--- src/rtl/inert_intf.sv ---
// Inertial sensor interface: SPI master plus init/read sequencer and a
// complementary-style pitch integrator. Gyro pitch rate is integrated and
// pulled toward the accelerometer-derived angle by a fixed +/-1024 step.
module inert_intf #(
    parameter logic [15:0] PTCH_RT_OFFSET = 16'h0050,
    parameter logic [15:0] AZ_OFFSET      = 16'h00A0
) (
    input  logic        clk,
    input  logic        rst_n,
    input  logic        INT,
    input  logic        MISO,
    output logic        SS_n,
    output logic        SCLK,
    output logic        MOSI,
    output logic        vld,
    output logic [15:0] ptch
);

    typedef enum logic [3:0] {
        INIT1, INIT2, INIT3, INIT4, WAIT_INT,
        RD_PL, RD_PH, RD_AZL, RD_AZH, VLD
    } state_t;

    state_t        state_r;
    logic          int_ff1_r, int_ff2_r;
    logic [15:0]   timer_r;
    logic          wrt_r;
    logic [15:0]   cmd_r;
    logic [8:0]    spi_cnt_r;
    logic [14:0]   tx_r;
    logic [7:0]    rx_r;
    logic          pend_r, done_r;
    logic [7:0]    pitch_l_r, pitch_h_r, az_l_r, az_h_r;
    logic [26:0]   ptch_int_r;

    logic [8:0]    cnt_nxt_s;
    logic          sclk_nxt_s, rise_s, fall_s, frame_end_s, busy_s;
    logic [15:0]   ptch_rt_comp_s, az_comp_s;
    logic signed [25:0] az_ext_s, prod_s, ptch_acc_s, ptch_ext_s;
    logic [26:0]   rt_ext_s, fusion_s;

    // Within a 512-clk frame, SCLK is low for phase 8..23 of every 32 clks:
    // first edge is a fall, 16 rises, and SCLK is back high when SS_n rises.
    always_comb begin
        cnt_nxt_s   = spi_cnt_r + 9'd1;
        sclk_nxt_s  = !((cnt_nxt_s[4:0] >= 5'd8) && (cnt_nxt_s[4:0] <= 5'd23));
        rise_s      = !SS_n && !SCLK && sclk_nxt_s;
        fall_s      = !SS_n && SCLK && !sclk_nxt_s && (cnt_nxt_s[8:5] != 4'd0);
        frame_end_s = !SS_n && (spi_cnt_r == 9'd511);
        busy_s      = wrt_r || !SS_n || pend_r;
    end

    // Integrator datapath: offset removal, accel scaling and fusion direction.
    always_comb begin
        ptch_rt_comp_s = {pitch_h_r, pitch_l_r} - PTCH_RT_OFFSET;
        az_comp_s      = {az_h_r, az_l_r} - AZ_OFFSET;
        az_ext_s       = {{10{az_comp_s[15]}}, az_comp_s};
        prod_s         = az_ext_s * 26'sd327;
        ptch_acc_s     = prod_s >>> 5'd13;
        ptch_ext_s     = {{10{ptch[15]}}, ptch};
        rt_ext_s       = {{11{ptch_rt_comp_s[15]}}, ptch_rt_comp_s};
        if (ptch_acc_s > ptch_ext_s) begin
            fusion_s = 27'd1024;
        end else begin
            fusion_s = 27'h7FFFC00;
        end
    end

    assign ptch = ptch_int_r[26:11];

    // Two-flop synchronizer for the asynchronous data-ready interrupt.
    always_ff @(posedge clk or negedge rst_n) begin
        if (!rst_n) begin
            int_ff1_r <= 1'b0;
            int_ff2_r <= 1'b0;
        end else begin
            int_ff1_r <= INT;
            int_ff2_r <= int_ff1_r;
        end
    end

    // Free-running power-up timer; sensor init waits for it to fill.
    always_ff @(posedge clk or negedge rst_n) begin
        if (!rst_n) begin
            timer_r <= 16'h0000;
        end else begin
            timer_r <= timer_r + 16'h0001;
        end
    end

    // SPI master: frame launch, shifting on SCLK edges, done one clk after SS_n rises.
    always_ff @(posedge clk or negedge rst_n) begin
        if (!rst_n) begin
            SS_n      <= 1'b1;
            SCLK      <= 1'b1;
            MOSI      <= 1'b0;
            spi_cnt_r <= 9'd0;
            tx_r      <= 15'd0;
            rx_r      <= 8'd0;
            pend_r    <= 1'b0;
            done_r    <= 1'b0;
        end else begin
            pend_r <= frame_end_s;
            done_r <= pend_r;
            if (frame_end_s) begin
                SS_n      <= 1'b1;
                SCLK      <= 1'b1;
                MOSI      <= 1'b0;
                spi_cnt_r <= 9'd0;
            end else if (!SS_n) begin
                spi_cnt_r <= cnt_nxt_s;
                SCLK      <= sclk_nxt_s;
                if (rise_s) begin
                    rx_r <= {rx_r[6:0], MISO};
                end
                if (fall_s) begin
                    MOSI <= tx_r[14];
                    tx_r <= {tx_r[13:0], 1'b0};
                end
            end else if (wrt_r) begin
                SS_n      <= 1'b0;
                SCLK      <= 1'b1;
                spi_cnt_r <= 9'd0;
                MOSI      <= cmd_r[15];
                tx_r      <= cmd_r[14:0];
            end
        end
    end

    // Sequencer: init writes, then per-interrupt four reads, capture and integrate.
    always_ff @(posedge clk or negedge rst_n) begin
        if (!rst_n) begin
            state_r    <= INIT1;
            wrt_r      <= 1'b0;
            cmd_r      <= 16'h0000;
            vld        <= 1'b0;
            pitch_l_r  <= 8'h00;
            pitch_h_r  <= 8'h00;
            az_l_r     <= 8'h00;
            az_h_r     <= 8'h00;
            ptch_int_r <= 27'd0;
        end else begin
            wrt_r <= 1'b0;
            vld   <= 1'b0;
            case (state_r)
                INIT1: if (timer_r == 16'hFFFF) begin
                    wrt_r <= 1'b1; cmd_r <= 16'h0D02; state_r <= INIT2;
                end
                INIT2: if (done_r) begin
                    wrt_r <= 1'b1; cmd_r <= 16'h1053; state_r <= INIT3;
                end
                INIT3: if (done_r) begin
                    wrt_r <= 1'b1; cmd_r <= 16'h1150; state_r <= INIT4;
                end
                INIT4: if (done_r) begin
                    wrt_r <= 1'b1; cmd_r <= 16'h1460; state_r <= WAIT_INT;
                end
                WAIT_INT: if (int_ff2_r && !busy_s) begin
                    wrt_r <= 1'b1; cmd_r <= 16'hA200; state_r <= RD_PL;
                end
                RD_PL: if (done_r) begin
                    pitch_l_r <= rx_r;
                    wrt_r <= 1'b1; cmd_r <= 16'hA300; state_r <= RD_PH;
                end
                RD_PH: if (done_r) begin
                    pitch_h_r <= rx_r;
                    wrt_r <= 1'b1; cmd_r <= 16'hAC00; state_r <= RD_AZL;
                end
                RD_AZL: if (done_r) begin
                    az_l_r <= rx_r;
                    wrt_r <= 1'b1; cmd_r <= 16'hAD00; state_r <= RD_AZH;
                end
                RD_AZH: if (done_r) begin
                    az_h_r  <= rx_r;
                    state_r <= VLD;
                end
                VLD: begin
                    ptch_int_r <= ptch_int_r + fusion_s - rt_ext_s;
                    vld        <= 1'b1;
                    state_r    <= WAIT_INT;
                end
                default: state_r <= INIT1;
            endcase
        end
    end

endmodule

--- config.mk ---
export PLATFORM = sky130hd
export DESIGN_NAME = inert_intf
export DESIGN_NICKNAME = d
export VERILOG_FILES = /design/src/rtl/inert_intf.sv
export SDC_FILE = /design/constraint.sdc
export NUM_CORES = 1
export LEC_CHECK = 0
export ABC_AREA = 1
export CORE_MARGIN = 3
export CORE_UTILIZATION = 64
export CTS_CLUSTER_DIAMETER = 50
export DETAILED_ROUTE_END_ITERATION = 7
export PLACE_DENSITY_LB_ADDON = 0.2
export REMOVE_ABC_BUFFERS = 1
export SKIP_LAST_GASP = 1
export SYNTH_ARGS = -nofsm -noshare
export SYNTH_HDL_FRONTEND = slang
export SYNTH_SLANG_ARGS = --single-unit
--- constraint.sdc ---
create_clock -name clk -period 10 [get_ports clk]
set_input_delay 2.5 -clock clk [delete_from_list [all_inputs] [get_ports clk]]
set_output_delay 2.5 -clock clk [all_outputs]
set_load 0.01 [all_outputs]
==> results of run 1 <==
worst max-delay path, delay by kind of cell, from the launching register on:
kind            cells  cell delay [ps]
simple gates       22             2760
flops               1              440
fa+ha+maj          10             3870
buf+inv             9              880
compound gates      6              950
final cells by class:
cell class	instances	area (µm²)
Timing Repair Buffer	26	257.7
Inverter	231	867.1
Clock buffer	22	484.2
Clock inverter	10	121.4
Multi-Input combinational cell	972	6872
Sequential cell	130	3256
Tap cell	220	275.3
Fill cell	1329	4745
layout by cell type (no fill, tap or decap), drive strengths merged, types with 11 or more instances in the layout:
master / Yosys / layout
a21oi: 61 / 61
clkbuf: 9 / 22
clkdlybuf4s50: 0 / 22
dfrtp: 128 / 128
fa: 57 / 57
ha: 133 / 133
inv: 231 / 233
nand2: 296 / 296
nand3: 53 / 53
nand4: 11 / 11
nor2: 88 / 88
nor3: 21 / 21
o21ai: 125 / 125
xnor2: 21 / 21
xor2: 41 / 41
how the worst max path moves through the flow:
stage | start | to | cells after the start
finish | az_l_r[5] | ptch_int_r[26] | 47
floorplan | az_l_r[5] | ptch_int_r[20] | 45
CTS | az_l_r[5] | ptch_int_r[20] | 47
global placement | az_l_r[5] | ptch_int_r[26] | 46
detailed placement | az_l_r[5] | ptch_int_r[20] | 47
global route | az_l_r[5] | ptch_int_r[26] | 47
flip-flops by register name (all words and copies together) (netlist names), 4 cells and up:
signal,count
cmd_r,10
pitch_l_r,8
state_r,4
pitch_h_r,8
ptch_int_r,27
timer_r,16
rx_r,8
tx_r,15
az_h_r,8
az_l_r,8
spi_cnt_r,9
kinds of logic (layout without fill, tap and decap cells):
logic type / after synthesis / in the layout
buffers and inverters: 264 / 289
AOI/OAI and AO/OA: 226 / 226
muxes: 7 / 7
xor gates and xnor gates: 62 / 62
and+or+nand+nor: 487 / 487
DFF: 130 / 130
adders and majority gates: 190 / 190
power by group:
group	switching (mW)	internal, mW
clock network	0.235	0.395
logic	0.0107	0.00147
registers	0.000383	0.527
total	0.246	0.924
per-stage QoR:
step           hold slack (ps)  utilization, %
3_5_place_dp             335.5           68.13
5_1_grt                  377.9           71.89
4_1_cts                  365.5           71.72
6_report                 360.9           71.89
2_1_floorplan            331.2               -
3_3_place_gp             333.7           68.13
metal layers:
| layer | up-vias | GRT usage, % |
|---|---|---|
| met4 | 0 | 7.176 |
| met1 | 4191 | 34.32 |
| li1 | 4419 | - |
| met2 | 187 | 43.17 |
| met3 | 30 | 3.764 |
| met5 | - | 0 |
Yosys cell counts (9+ instances only):
library cell,number,share of area [%]
o21ai_0,101,4.5
clkbuf_1,9,0.30
buf_4,17,1.1
nor3_1,16,0.71
xnor2_1,21,1.6
nor2_1,83,2.8
fa_1,57,10
dfrtp_1,128,29
nand3_1,53,2.4
xor2_1,40,3.1
o21bai_1,9,0.60
a21oi_1,61,2.7
ha_1,133,15
inv_1,226,7.6
o21ai_2,23,1.8
nand2_1,288,9.6
nand4_1,11,0.61
what timing repair did:
item,in CTS,in global routing
endpoints found under the setup margin,0,12
resized for setup,0,5
buffers inserted,0,0
==> run metrics, run 1 <==
status complete, no violations; antenna fix cells 0; detailed-route wire length per cell 14.80 µm; H-tree level count 4; total clock sinks 130; # IOs 24; Synth Area in Compound Gates 11.83%; post-route cell area 0.01213 mm²; startpoint types flip-flop; power consumption roughly 1.2 mW; Syn Area/Cell 8.201 µm²; met3 WL 808 µm; YS warnings 0; First DRT Iteration DRCs 556; skew final roughly 21 ps; register area share after synthesis 29.06%; fin cells 1611; DRT Pass-1 Iters 5; Yosys cell types 52; synthesized flop and latch total 130; final wirelength 23850 µm; ANT nets after route 0; Leakage around 6.2 nW; WHS Endpoint int_ff2_r; Mapped Cells 1366; hold path cells 0; FP Rows 47; Setup TNS 0 ps; first-pass GRT wire length between 40000 and 50000 µm; M1 wire length 10900 µm; setup violators final 0; GR Overflow Total 0; Vias 8827; initial antenna violation count 0; asr flop ratio synth 100.0%; max cap viols 0; min-delay worst type reg -> reg; Worst Slack Setup Final 941.8 ps; total CTS buffers 17; worst-margin pin slew ~1000 ps; hpwl dp 18370 µm; share of cells above drive strength 1 6.470%; DRC viols 0; final hold vios 0; Die ar. 0.01913 mm²; area of the mapped netlist 0.01120 mm²; Placed Instances between 1500 and 2000; wire length on met2 11690 µm; max frequency 0.1104 GHz; clk buf depth 2; worst reg2reg path startpoint az_l_r[5]; Synth Area in Simple Gates 18.71%; dpl ws 637.2 ps; worst reg-to-reg path cell count 47; Critical R2R Capture ptch_int_r[26]; RSZ-0062 raised after global routing no; clk slew on worst S/H paths 60 ps; Highest Signal Layer met4; Tcrit/Tclk final 90.58%; CP required 10300 ps; nets between 1500 and 2000; Core ar. 0.01688 mm²; largest family of logic cells by synthesized area adder cells; HP Start int_ff1_r; Worst Path Max Fanout 15; IO buf count 23; Worst setup EP type flip-flop; IR drop worst, VDD 149.8 µV; most used cell, CP nand2_1; fin. max-slew vios 0; mux cell area share after synthesis 0.6254%; root buf cell clkbuf_16; largest net degree at the start of global routing 79; Post-CTS Hold Fix Bufs 0; Adder-Cell Fraction of Synth Area 25.04%; number of flops mapped to enable cells by yosys 0; post-synthesis xor/xnor area fraction about 4.9%; Crit-path slowest cell fa_1; Synth-to-Final Area Change 8.298%; GRT Total Usage ~25%; Placed Instance Area 0.01150 mm²; vias in the first global route slightly below 9000; later-pin clock latency in the skew report 420 ps; Cell Pwr Density approximately 96 mW/mm²; DR vias/cell 5.479; Starting Density between 60% and 70%; Die H around 140 µm; TritonCTS clock tree done; Arr. time, crit path 9360 ps; Synth Flop Type dfrtp_1; Die Wd 138.3 µm; critical setup path kind reg -> reg; reg-to-reg setup timing slack about 940 ps; Slew HR between 30% and 40%; routability cong. 0.9699; post-route minimum period approximately 9100 ps; CP peak stage delay 550 ps
Note: power is estimated with default switching activity, not from simulation.
==> run 2, diff against run 1 <==
Settings changed: CORE_UTILIZATION 64 to 40, SETUP_SLACK_MARGIN set to 0.3.
==> run 2 against run 1 <==
Net effect:
- critical path depth down 3
- non-clock buffer count up 1
- total power down 2.5%
- via count down 3.6%
- flip-flop and latch count unchanged
- wire length up 1.1%
- worst hold slack better by 3.6 ps
- clock-buffer cell count down 3
- register-to-register slack better by 140 ps
- first-iteration DRC count down 13%
- largest power group unchanged
==> run metrics, run 2 (synthesis gave the netlist of run 1 again) <==
Crit-path slowest cell fa_1; most common cell after layout, fill and taps aside nand2_1; setup violators final 0 (unchanged); fin. max-slew vios 0 (unchanged); DRT Pass-1 Iters 5 (unchanged); GR Layer Usage met2 27.10% (-16 points); routability cong. 0.8953 (-7.7%); Worst Path Max Fanout 9 (-6); Largest Register ptch_int_r; ANT nets after route 0 (unchanged); min-delay worst type reg -> reg; skew final 11.87 ps (-8.829 ps); DRC viols 0 (unchanged); routing usage on met1 23.43% (-11 points); antenna fix cells 0 (unchanged); critical setup path kind reg -> reg; total CTS buffers 17 (unchanged); Leakage 6.169 nW (-0.39%); initial antenna violation count 0 (unchanged); startpoint types flip-flop; first-pass GRT wire length 41810 µm (+3.0%); RSZ-0062 raised after global routing no; total clock sinks 130 (unchanged); Core ar. 0.02725 mm² (+61%); First DRT Iteration DRCs 486 (-13%); GRT Total Usage 16.73% (-8.7 points); CP required 10280 ps (-20 ps); DR vias/cell 4.826 (-12%); Die ar. 0.03005 mm² (+57%); max frequency 0.1121 GHz (+1.5%); Tcrit/Tclk final 89.22% (-1.4 points); reg-to-reg setup timing slack 1080 ps (+140 ps); Arr. time, crit path 9210 ps (-150 ps); IR drop worst, VDD 97.47 µV (-35%); # Post-CTS Setup Buffers 0 (unchanged); Die Wd 173.4 µm (+25%); final hold vios 0 (unchanged); Post-CTS Hold Fix Bufs 0 (unchanged); hpwl dp 19250 µm (+4.8%); Setup TNS 0 ps (unchanged); CP peak stage delay 550 ps (about the same); Cell Pwr Density 92.86 mW/mm² (-3.7%); Placed Instance Area 0.01170 mm² (+1.7%); Worst setup EP type flip-flop; share of cells above drive strength 1 6.681% (+0.21 points); worst-margin pin slew 963.6 ps (-39.32 ps); max FFs per register 27 (unchanged); post-route cell area 0.01229 mm² (+1.3%); Synth-to-Final Area Change 9.683%; detailed-route wire length per cell 13.67 µm (-7.6%); Vias 8513 (-3.6%); root buf cell clkbuf_16; vias in the first global route 8531 (-2.7%); grt met3 use 2.847% (-0.92 points); IO buf count 23 (unchanged); status complete, no violations; clk slew on worst S/H paths 60 ps (about the same); GR Overflow Total 0 (unchanged); most used cell, CP nand2_1; FP Rows 60 (+28%); nets 1573 (+0.064%); largest net degree at the start of global routing 78 (-1.3%); most used routing layer met2; H-tree level count 4 (unchanged); clk buf depth 2 (unchanged); Slew HR 35.69% (+2.6 points); # IOs 24 (unchanged); TritonCTS clock tree done; post-route minimum period 8922 ps (-136.5 ps); later-pin clock latency in the skew report 420 ps (about the same); final wirelength 24120 µm (+1.1%); Regs by FF count ptch_int_r (27), timer_r (16), tx_r (15); post-CTS resize count 0 (unchanged); commonest non-fill, non-tap cells in the layout nand2_1 (288), inv_1 (226), ha_1 (133), dfrtp_1 (128), o21ai_0 (100); Starting Density 41.11% (-25 points); Die H 173.4 µm (+25%); max cap viols 0 (unchanged)
[run 2: power breakdown]
group          leakage (nW)  total, mW  internal, mW  switching [mW]
combinational          4.13     0.0126       0.00147          0.0112
clock                 0.269      0.601         0.352           0.249
sequential             1.77      0.527         0.527        0.000314
total                  6.17       1.14         0.881           0.260
[run 2: final cells by class]
cell class,count,area (µm²)
fill,2714,14960
multi-input combinational,972,6870
sequential,130,3256
inverter,231,867.1
tap,372,465.4
clock buffer,19,442.9
timing repair buffer,27,261.5
clock inverter,13,125.1
[run 2: metal layers]
| metal | vias to the layer above | wire length, µm |
|---|---|---|
| li1 | 4413 | - |
| met1 | 3983 | 12160 |
| met2 | 99 | 11030 |
| met3 | 18 | 624 |
| met4 | 0 | 306 |
| met5 | - | 0 |
[run 2: final timing paths]
check / startpoint / end / depth (start not counted)
setup / recovery: az_l_r[5] / ptch_int_r[23] / 44
hold / removal: int_ff1_r / int_ff2_r / 0
setup reg to reg: az_l_r[5] / ptch_int_r[23] / 44
hold reg to reg: int_ff1_r / int_ff2_r / 0
max in group asynchronous: rst_n / ptch_int_r[0] / 2
min in group asynchronous: rst_n / ptch_int_r[23] / 1
[run 2: critical path: cells and delay by family, from the launching register on]
kind                     cells  cell delay (ps)
flip-flops                   1              440
buffers and inverters        7              850
AO/OA/AOI/OAI                5             1000
AND/OR/NAND/NOR             22             2640
adder cells (fa/ha/maj)     10             3880
[run 2: stage by stage]
| step | utilization [%] | hold slack, ps | worst slack [ps] | total power, mW | std cells |
|---|---|---|---|---|---|
| 2_1_floorplan | - | 331.2 | 1106 | 0.5374 | 1333 |
| 3_3_place_gp | 42.92 | 336.0 | 784.9 | 0.5506 | 1732 |
| 3_5_place_dp | 42.92 | 347.1 | 661.8 | 0.5506 | 1732 |
| 4_1_cts | 45.00 | 364.8 | 611.3 | 1.159 | 1764 |
| 5_1_grt | 45.09 | 371.8 | 316.8 | 1.183 | 1764 |
| 6_report | 45.09 | 364.5 | 1078 | 1.141 | 1764 |
==> run 3, diff against run 2 <==
Settings changed: SLEW_MARGIN set to 0.
==> results of run 3 <==
The final DEF is identical to that of run 2; final timing and power are the same.
